**src/rtl/vga_timing_gen_if.sv**
```systemverilog
// Raster timing bundle: coordinates plus sync/blanking/pulse outputs,
// driven by the timing generator and consumed by drawing stages and the DAC.
interface vga_timing_gen_if #(
    parameter int CORDW = 10
);
    logic [CORDW-1:0] x;
    logic [CORDW-1:0] y;
    logic             hsync;
    logic             vsync;
    logic             blank_n;
    logic             sync_n;
    logic             line_start;
    logic             frame_start;

    modport master (
        output x, y, hsync, vsync, blank_n, sync_n, line_start, frame_start
    );

    modport slave (
        input  x, y, hsync, vsync, blank_n, sync_n, line_start, frame_start
    );
endinterface

```
**src/rtl/vga_timing_gen.sv**
```systemverilog
// Free-running VGA raster timing generator.
//
// Horizontal and vertical phase FSMs (same encoding for both axes):
//   state     | meaning
//   PH_ACTIVE | visible region, blanking released on this axis
//   PH_FRONT  | front porch, blanked
//   PH_SYNC   | sync pulse, hsync/vsync driven low
//   PH_BACK   | back porch, blanked
//
// Every registered output is decoded from the next-count value so that
// hsync/vsync/blank_n/line_start/frame_start line up with x/y on the same
// cycle. The vertical FSM only moves on a horizontal wrap.
module vga_timing_gen #(
    parameter int H_ACTIVE = 640,
    parameter int H_FP     = 16,
    parameter int H_SYNC   = 96,
    parameter int H_BP     = 48,
    parameter int V_ACTIVE = 480,
    parameter int V_FP     = 10,
    parameter int V_SYNC   = 2,
    parameter int V_BP     = 33,
    parameter int CORDW    = 10
) (
    input  logic vgaclk,
    input  logic rst_n,
    vga_timing_gen_if.master vga
);

    localparam int H_TOTAL = H_ACTIVE + H_FP + H_SYNC + H_BP;
    localparam int V_TOTAL = V_ACTIVE + V_FP + V_SYNC + V_BP;

    localparam logic [CORDW-1:0] H_LAST        = CORDW'(H_TOTAL - 1);
    localparam logic [CORDW-1:0] H_FRONT_START = CORDW'(H_ACTIVE);
    localparam logic [CORDW-1:0] H_SYNC_START  = CORDW'(H_ACTIVE + H_FP);
    localparam logic [CORDW-1:0] H_BACK_START  = CORDW'(H_ACTIVE + H_FP + H_SYNC);

    localparam logic [CORDW-1:0] V_LAST        = CORDW'(V_TOTAL - 1);
    localparam logic [CORDW-1:0] V_FRONT_START = CORDW'(V_ACTIVE);
    localparam logic [CORDW-1:0] V_SYNC_START  = CORDW'(V_ACTIVE + V_FP);
    localparam logic [CORDW-1:0] V_BACK_START  = CORDW'(V_ACTIVE + V_FP + V_SYNC);

    // Totals must fit the coordinate width; each phase must be non-empty
    // because the FSMs leave a phase on the first count of the next one.
    if (H_TOTAL > (1 << CORDW) || V_TOTAL > (1 << CORDW)) begin : g_size_chk
        $error("vga_timing_gen: H_TOTAL/V_TOTAL do not fit in CORDW bits");
    end
    if (H_ACTIVE < 1 || H_FP < 1 || H_SYNC < 1 || H_BP < 1 ||
        V_ACTIVE < 1 || V_FP < 1 || V_SYNC < 1 || V_BP < 1) begin : g_phase_chk
        $error("vga_timing_gen: every timing phase needs at least one count");
    end

    typedef enum logic [1:0] {
        PH_ACTIVE = 2'd0,
        PH_FRONT  = 2'd1,
        PH_SYNC   = 2'd2,
        PH_BACK   = 2'd3
    } phase_t;

    logic [CORDW-1:0] x_q, y_q;
    logic [CORDW-1:0] x_next, y_next;
    logic             x_wrap;
    phase_t           h_state_q, h_state_d;
    phase_t           v_state_q, v_state_d;
    logic             hsync_q, vsync_q, blank_q, line_q, frame_q;

    // Next raster position: x every clock, y on horizontal wrap.
    always_comb begin
        x_wrap = (x_q == H_LAST);
        x_next = x_q + 1'b1;
        y_next = y_q;
        if (x_wrap) begin
            x_next = '0;
            if (y_q == V_LAST) begin
                y_next = '0;
            end else begin
                y_next = y_q + 1'b1;
            end
        end
    end

    // Horizontal phase transitions keyed on the next x value.
    always_comb begin
        h_state_d = h_state_q;
        case (h_state_q)
            PH_ACTIVE: if (x_next == H_FRONT_START) h_state_d = PH_FRONT;
            PH_FRONT:  if (x_next == H_SYNC_START)  h_state_d = PH_SYNC;
            PH_SYNC:   if (x_next == H_BACK_START)  h_state_d = PH_BACK;
            PH_BACK:   if (x_next == '0)            h_state_d = PH_ACTIVE;
            default:                                h_state_d = PH_ACTIVE;
        endcase
    end

    // Vertical phase transitions keyed on the next y value, only at line wrap.
    always_comb begin
        v_state_d = v_state_q;
        if (x_wrap) begin
            case (v_state_q)
                PH_ACTIVE: if (y_next == V_FRONT_START) v_state_d = PH_FRONT;
                PH_FRONT:  if (y_next == V_SYNC_START)  v_state_d = PH_SYNC;
                PH_SYNC:   if (y_next == V_BACK_START)  v_state_d = PH_BACK;
                PH_BACK:   if (y_next == '0)            v_state_d = PH_ACTIVE;
                default:                                v_state_d = PH_ACTIVE;
            endcase
        end
    end

    // Counters, phase registers and output decode, all from next-state values.
    always_ff @(posedge vgaclk) begin
        if (!rst_n) begin
            x_q       <= '0;
            y_q       <= '0;
            h_state_q <= PH_ACTIVE;
            v_state_q <= PH_ACTIVE;
            hsync_q   <= 1'b1;
            vsync_q   <= 1'b1;
            blank_q   <= 1'b1;
            line_q    <= 1'b0;
            frame_q   <= 1'b0;
        end else begin
            x_q       <= x_next;
            y_q       <= y_next;
            h_state_q <= h_state_d;
            v_state_q <= v_state_d;
            hsync_q   <= (h_state_d != PH_SYNC);
            vsync_q   <= (v_state_d != PH_SYNC);
            blank_q   <= (h_state_d == PH_ACTIVE) && (v_state_d == PH_ACTIVE);
            line_q    <= (x_next == '0);
            frame_q   <= (x_next == '0) && (y_next == '0);
        end
    end

    assign vga.x           = x_q;
    assign vga.y           = y_q;
    assign vga.hsync       = hsync_q;
    assign vga.vsync       = vsync_q;
    assign vga.blank_n     = blank_q;
    assign vga.sync_n      = 1'b0;
    assign vga.line_start  = line_q;
    assign vga.frame_start = frame_q;

endmodule

```
**src/flat_wrapper.sv**
```systemverilog
// flat-port wrapper written by rule: the top's interface ports become plain ports
module vga_timing_gen_flat 
#(
    parameter int H_ACTIVE = 640,
    parameter int H_FP     = 16,
    parameter int H_SYNC   = 96,
    parameter int H_BP     = 48,
    parameter int V_ACTIVE = 480,
    parameter int V_FP     = 10,
    parameter int V_SYNC   = 2,
    parameter int V_BP     = 33,
    parameter int CORDW    = 10
)
  (vgaclk, rst_n, vga_x, vga_y, vga_hsync, vga_vsync, vga_blank_n, vga_sync_n, vga_line_start, vga_frame_start);
  vga_timing_gen_if #(.CORDW(CORDW)) vga_i ();
  input  logic vgaclk;
  input  logic rst_n;
  output wire logic [$bits(vga_i.x)-1:0] vga_x;
  output wire logic [$bits(vga_i.y)-1:0] vga_y;
  output wire logic [$bits(vga_i.hsync)-1:0] vga_hsync;
  output wire logic [$bits(vga_i.vsync)-1:0] vga_vsync;
  output wire logic [$bits(vga_i.blank_n)-1:0] vga_blank_n;
  output wire logic [$bits(vga_i.sync_n)-1:0] vga_sync_n;
  output wire logic [$bits(vga_i.line_start)-1:0] vga_line_start;
  output wire logic [$bits(vga_i.frame_start)-1:0] vga_frame_start;
  assign vga_x = vga_i.x;
  assign vga_y = vga_i.y;
  assign vga_hsync = vga_i.hsync;
  assign vga_vsync = vga_i.vsync;
  assign vga_blank_n = vga_i.blank_n;
  assign vga_sync_n = vga_i.sync_n;
  assign vga_line_start = vga_i.line_start;
  assign vga_frame_start = vga_i.frame_start;
  vga_timing_gen #(.H_ACTIVE(H_ACTIVE), .H_FP(H_FP), .H_SYNC(H_SYNC), .H_BP(H_BP), .V_ACTIVE(V_ACTIVE), .V_FP(V_FP), .V_SYNC(V_SYNC), .V_BP(V_BP), .CORDW(CORDW)) u_core (.vgaclk(vgaclk), .rst_n(rst_n), .vga(vga_i));
endmodule
```
**config.mk**
```make
export PLATFORM = sky130hd
export DESIGN_NAME = vga_timing_gen_flat
export DESIGN_NICKNAME = d
export VERILOG_FILES = /design/src/rtl/vga_timing_gen_if.sv /design/src/rtl/vga_timing_gen.sv /design/src/flat_wrapper.sv
export SDC_FILE = /design/constraint.sdc
export NUM_CORES = 1
export LEC_CHECK = 0
export ABC_AREA = 0
export BUFFER_PORTS_ARGS = -buffer_cell sky130_fd_sc_hd__buf_2
export CAP_MARGIN = 10
export CORE_ASPECT_RATIO = 2
export CORE_MARGIN = 4
export CORE_UTILIZATION = 50
export DETAILED_ROUTE_END_ITERATION = 10
export PLACE_DENSITY_LB_ADDON = 0.25
export SETUP_SLACK_MARGIN = 0.02
export SLEW_MARGIN = 10
export SYNTH_ARGS = -nofsm -noshare
export SYNTH_HDL_FRONTEND = slang
export SYNTH_SLANG_ARGS = --single-unit
```
**constraint.sdc**
```tcl
create_clock -name vgaclk -period 3.13 [get_ports vgaclk]
set_clock_uncertainty 0.1 [all_clocks]
set_input_delay 0.1565 -clock vgaclk [delete_from_list [all_inputs] [get_ports vgaclk]]
set_output_delay 0.1565 -clock vgaclk [all_outputs]
set_load 0.05 [all_outputs]
```
==> metrics.md <==
| Metric | Value |
|---|---|
| Die Height | 97.6 um |
| Hold_buf cts | 0 |
| Top_reg_cell synth | dfxtp_1 |
| Worst r2r dst | u_core.vga.blank_n |
| Initial antenna violation count | 0 |
| CTS root buf | clkbuf_8 |
| Min Tclk post-route | 2.90 ns |
| Post-DP HPWL | 4050 um |
| Simple-gate share of the synthesized area | 37.2% |
| Post-synthesis compound-gate area fraction | 16.8% |
| First-pass GRT wire length | 8930 um |
| CTS tree | yes |
| Critical Path End Type | flip-flop |
| Routability cong. | 0.925 |
| Effective utilization at floorplan | 51.7% |
| GRT overflow | 0 |
| Drt pass-1 iters | 4 |
| Logic pwr share | 3.9% |
| Adder-cell share of the synthesized area | 1.87% |
| Largest net degree at the start of global routing | 24 |
| Cell count after synthesis | 233 |
| Sequential share of power | 46.6% |
| # DRC | 0 |
| Post-Synthesis Net Count | 238 |
| Final worst setup slack | 0.234 ns |
| Clk pwr share | 49.5% |
| Fraction of layout cells with a size suffix above 1 | 23.2% |
| RSZ-0062 raised after global routing | false |
| Clock Path Buffers | 2 |
| Status | finished clean |
| CP max FO | 6 |
| Max_cap viols | 0 |
| Final Hold Fails | 0 |
| EDFF count, synth | 0 |
| # port buffers | 26 |
| HP Class | in2reg |
| WL per Instance | 17.2 um |
| Net count, final | 267 |
| Switching power share of the total | 20.9% |
| Top cell type's share of synthesized area | 28.9% |
| Setup TNS | 0 ns |
| Max IR drop VDD | 453 uV |
| Seq. cell area | 581 um2 |
| Area of the core | 3880 um2 |
| Yosys warning count | 0 |
| Maximum clock frequency | 345 MHz |
| Inserted Clock Buffers | 5 |
| Dpl ws | 0.169 ns |
| Worst Setup SP | u_core.vga.y[1] |
| Sum of routed wire length over all layers | 5390 um |
| Number of global-route vias before repair | 1877 |
| Clk Latency, worst-skew pair | 0.29 ns |
| Internal | 0.000639 W |
| FF-to-FF Start | u_core.vga.y[1] |
| Asr flop ratio synth | 0% |
| Routed vias | 1862 |
| Kind of critical path | reg2reg |
| Main combinational cell family by area after synthesis | simple AND/OR/NAND/NOR gates |
| DP Cell Count | 302 |
| Leakage Power | 0.952 nW |
| Overall routing resource usage | 22.8% |
| N_diodes | 0 |
| Fill cells | 378 |
| Count of cell types in the netlist | 66 |
| Setup violators final | 0 |
| FP Rows | 32 |
| Final Cycle Share | 92.5% |
| Synth area leaders | dfxtp_1 29%, xnor2_1 4.8%, nand2_1 3.2% |
| Synth Area per Inst | 8.62 um2 |
| CP Capture Point | u_core.vga.blank_n |
| CTS clk-pin slew, worst paths | 0.07 ns |
| R2R cell count | 10 |
| Multi-input gate area | 1280 um2 |
| Crit start category | flip-flop |
| Synth area leader | dfxtp_1 |
| Synth-to-Final Area Change | 14.5% |
| Synth Area in XOR/XNOR | 6.11% |
| Sequential cell area fraction in the yosys report | 28.9% |
| Final Slew Violations | 0 |
| Multiplexer share of the synthesized area | 1.50% |
| Die Footprint | 5160 um2 |
| P_sw | 0.000169 W |
| Mapped Area | 2010 um2 |
| #FFs+latches synth | 29 |
| Design area | 2300 um2 |
| Htree depth | 2 |
| Die X | 52.8 um |
| Hold Slack | 0.128 ns |
| Placed cell areas | 2150 um2 |
| Post-Layout Cell Count | 314 |
| I/O pin cnt | 28 |
| Post-DRT Antenna Nets | 0 |
| Clk sinks | 29 |
| Worst Path Required | 3.22 ns |
| Number of DRC markers in iteration 0 | 63 |
| Drt via density | 5.93 |
| WP data arrival | 2.99 ns |
| Setup slack, reg-to-reg | 0.23 ns |
| P per Cell Area | 352 nW/um2 |
cell type report:
cell class,count,area share (%)
inverters,9,1.47
well taps,51,2.78
clock buffers,7,3.76
flip-flops and latches,29,25.3
repair buffers,38,9.58
clock inverters,1,1.31
multi-input cells,179,55.9
per-layer routing:
metal	global-route usage [%]	wire [um]	up-vias
met2	39.1	2930	50
met5	0	0	-
met1	23.5	1950	884
li1	-	-	906
met4	16.5	322	0
met3	3.23	178	22
placed cells by master (no fill, tap or decap), types with 3 or more instances in the layout:
cell / synthesis / layout
mux2i_1: 3 / 3
nor3b_1: 3 / 3
and3_1: 4 / 4
buf_2: 5 / 26
and2_1: 9 / 9
o31ai_1: 5 / 5
clkbuf_8: 0 / 6
a21oi_1: 8 / 8
dfxtp_1: 29 / 29
nor2_1: 15 / 15
inv_1: 9 / 9
nor2b_1: 7 / 7
nor3_1: 10 / 9
nand2_1: 17 / 17
xnor2_1: 11 / 11
nand4b_1: 3 / 3
nand4_1: 6 / 6
xor2_1: 3 / 3
nand3_1: 11 / 11
ha_1: 3 / 3
buf_4: 3 / 12
or2_1: 4 / 4
nand4bb_1: 3 / 3
a211oi_1: 3 / 3
kinds of logic after synthesis:
kind of cell	after synthesis
AO/OA/AOI/OAI	43
multiplexers	3
AND/OR/NAND/NOR	115
XOR/XNOR	14
buffers and inverters	25
flip-flops	29
adder cells (fa/ha/maj)	3
other	1
critical path: stages (launching register included):
cell       delay [ns]
dfxtp_1          0.37
inv_1            0.10
ha_1             0.17
nand4bb_1        0.30
or3_1            0.50
a31o_1           0.27
a211oi_2         0.14
nand4_1          0.17
o31ai_1          0.30
nand2_1          0.11
o41ai_2          0.27
power by group through the flow:
stage	Clock, W	Sequential, W	Combinational [W]
floorplan	0	0.000396	0.0000141
global placement	0	0.000385	0.0000318
detailed placement	0	0.000385	0.0000317
CTS	0.000409	0.000377	0.0000319
global route	0.000425	0.000377	0.0000344
finish	0.000400	0.000377	0.0000317
synth_stat cells (5+ instances only):
| library cell | n |
|---|---|
| nand2_1 | 17 |
| nand4_1 | 6 |
| nor2b_1 | 7 |
| buf_6 | 5 |
| o31ai_1 | 5 |
| a21oi_1 | 8 |
| dfxtp_1 | 29 |
| xnor2_1 | 11 |
| and2_1 | 9 |
| inv_1 | 9 |
| buf_2 | 5 |
| nor2_1 | 15 |
| nand3_1 | 11 |
| nor3_1 | 10 |
repair_timing:
item / 4_1_cts / 5_1_grt
setup endpoints to repair: 0 / 1
gates resized for setup: 0 / 1
setup buffers: 0 / 4
sequential cells by signal, indices dropped and copies added (netlist names):
register and cells:
u_core.v_state_q 2, u_core.h_state_q 2, u_core.vga.frame_start 1, u_core.vga.line_start 1
u_core.vga.blank_n 1, u_core.vga.y 10, u_core.vga.vsync 1, u_core.vga.hsync 1
u_core.vga.x 10
stage by stage:
stage | power [W] | utilization, %
after floorplan | 0.000410 | -
after global placement | 0.000416 | 55.3
after detailed placement | 0.000417 | 55.3
after CTS | 0.000818 | 58.3
after global routing | 0.000836 | 59.2
final | 0.000809 | 59.2
how the worst min path moves through the flow:
stage	from	to	slack, ns	cells after the start
floorplan	rst_n	u_core.h_state_q[1]	0.16	2
global placement	u_core.vga.x[0]	u_core.vga.x[0]	0.35	1
detailed placement	u_core.vga.x[0]	u_core.vga.x[0]	0.36	1
CTS	rst_n	u_core.vga.blank_n	0.13	2
global route	rst_n	u_core.vga.blank_n	0.15	2
finish	rst_n	u_core.vga.blank_n	0.13	2
No activity file was read; power rests on OpenSTA's default activity.
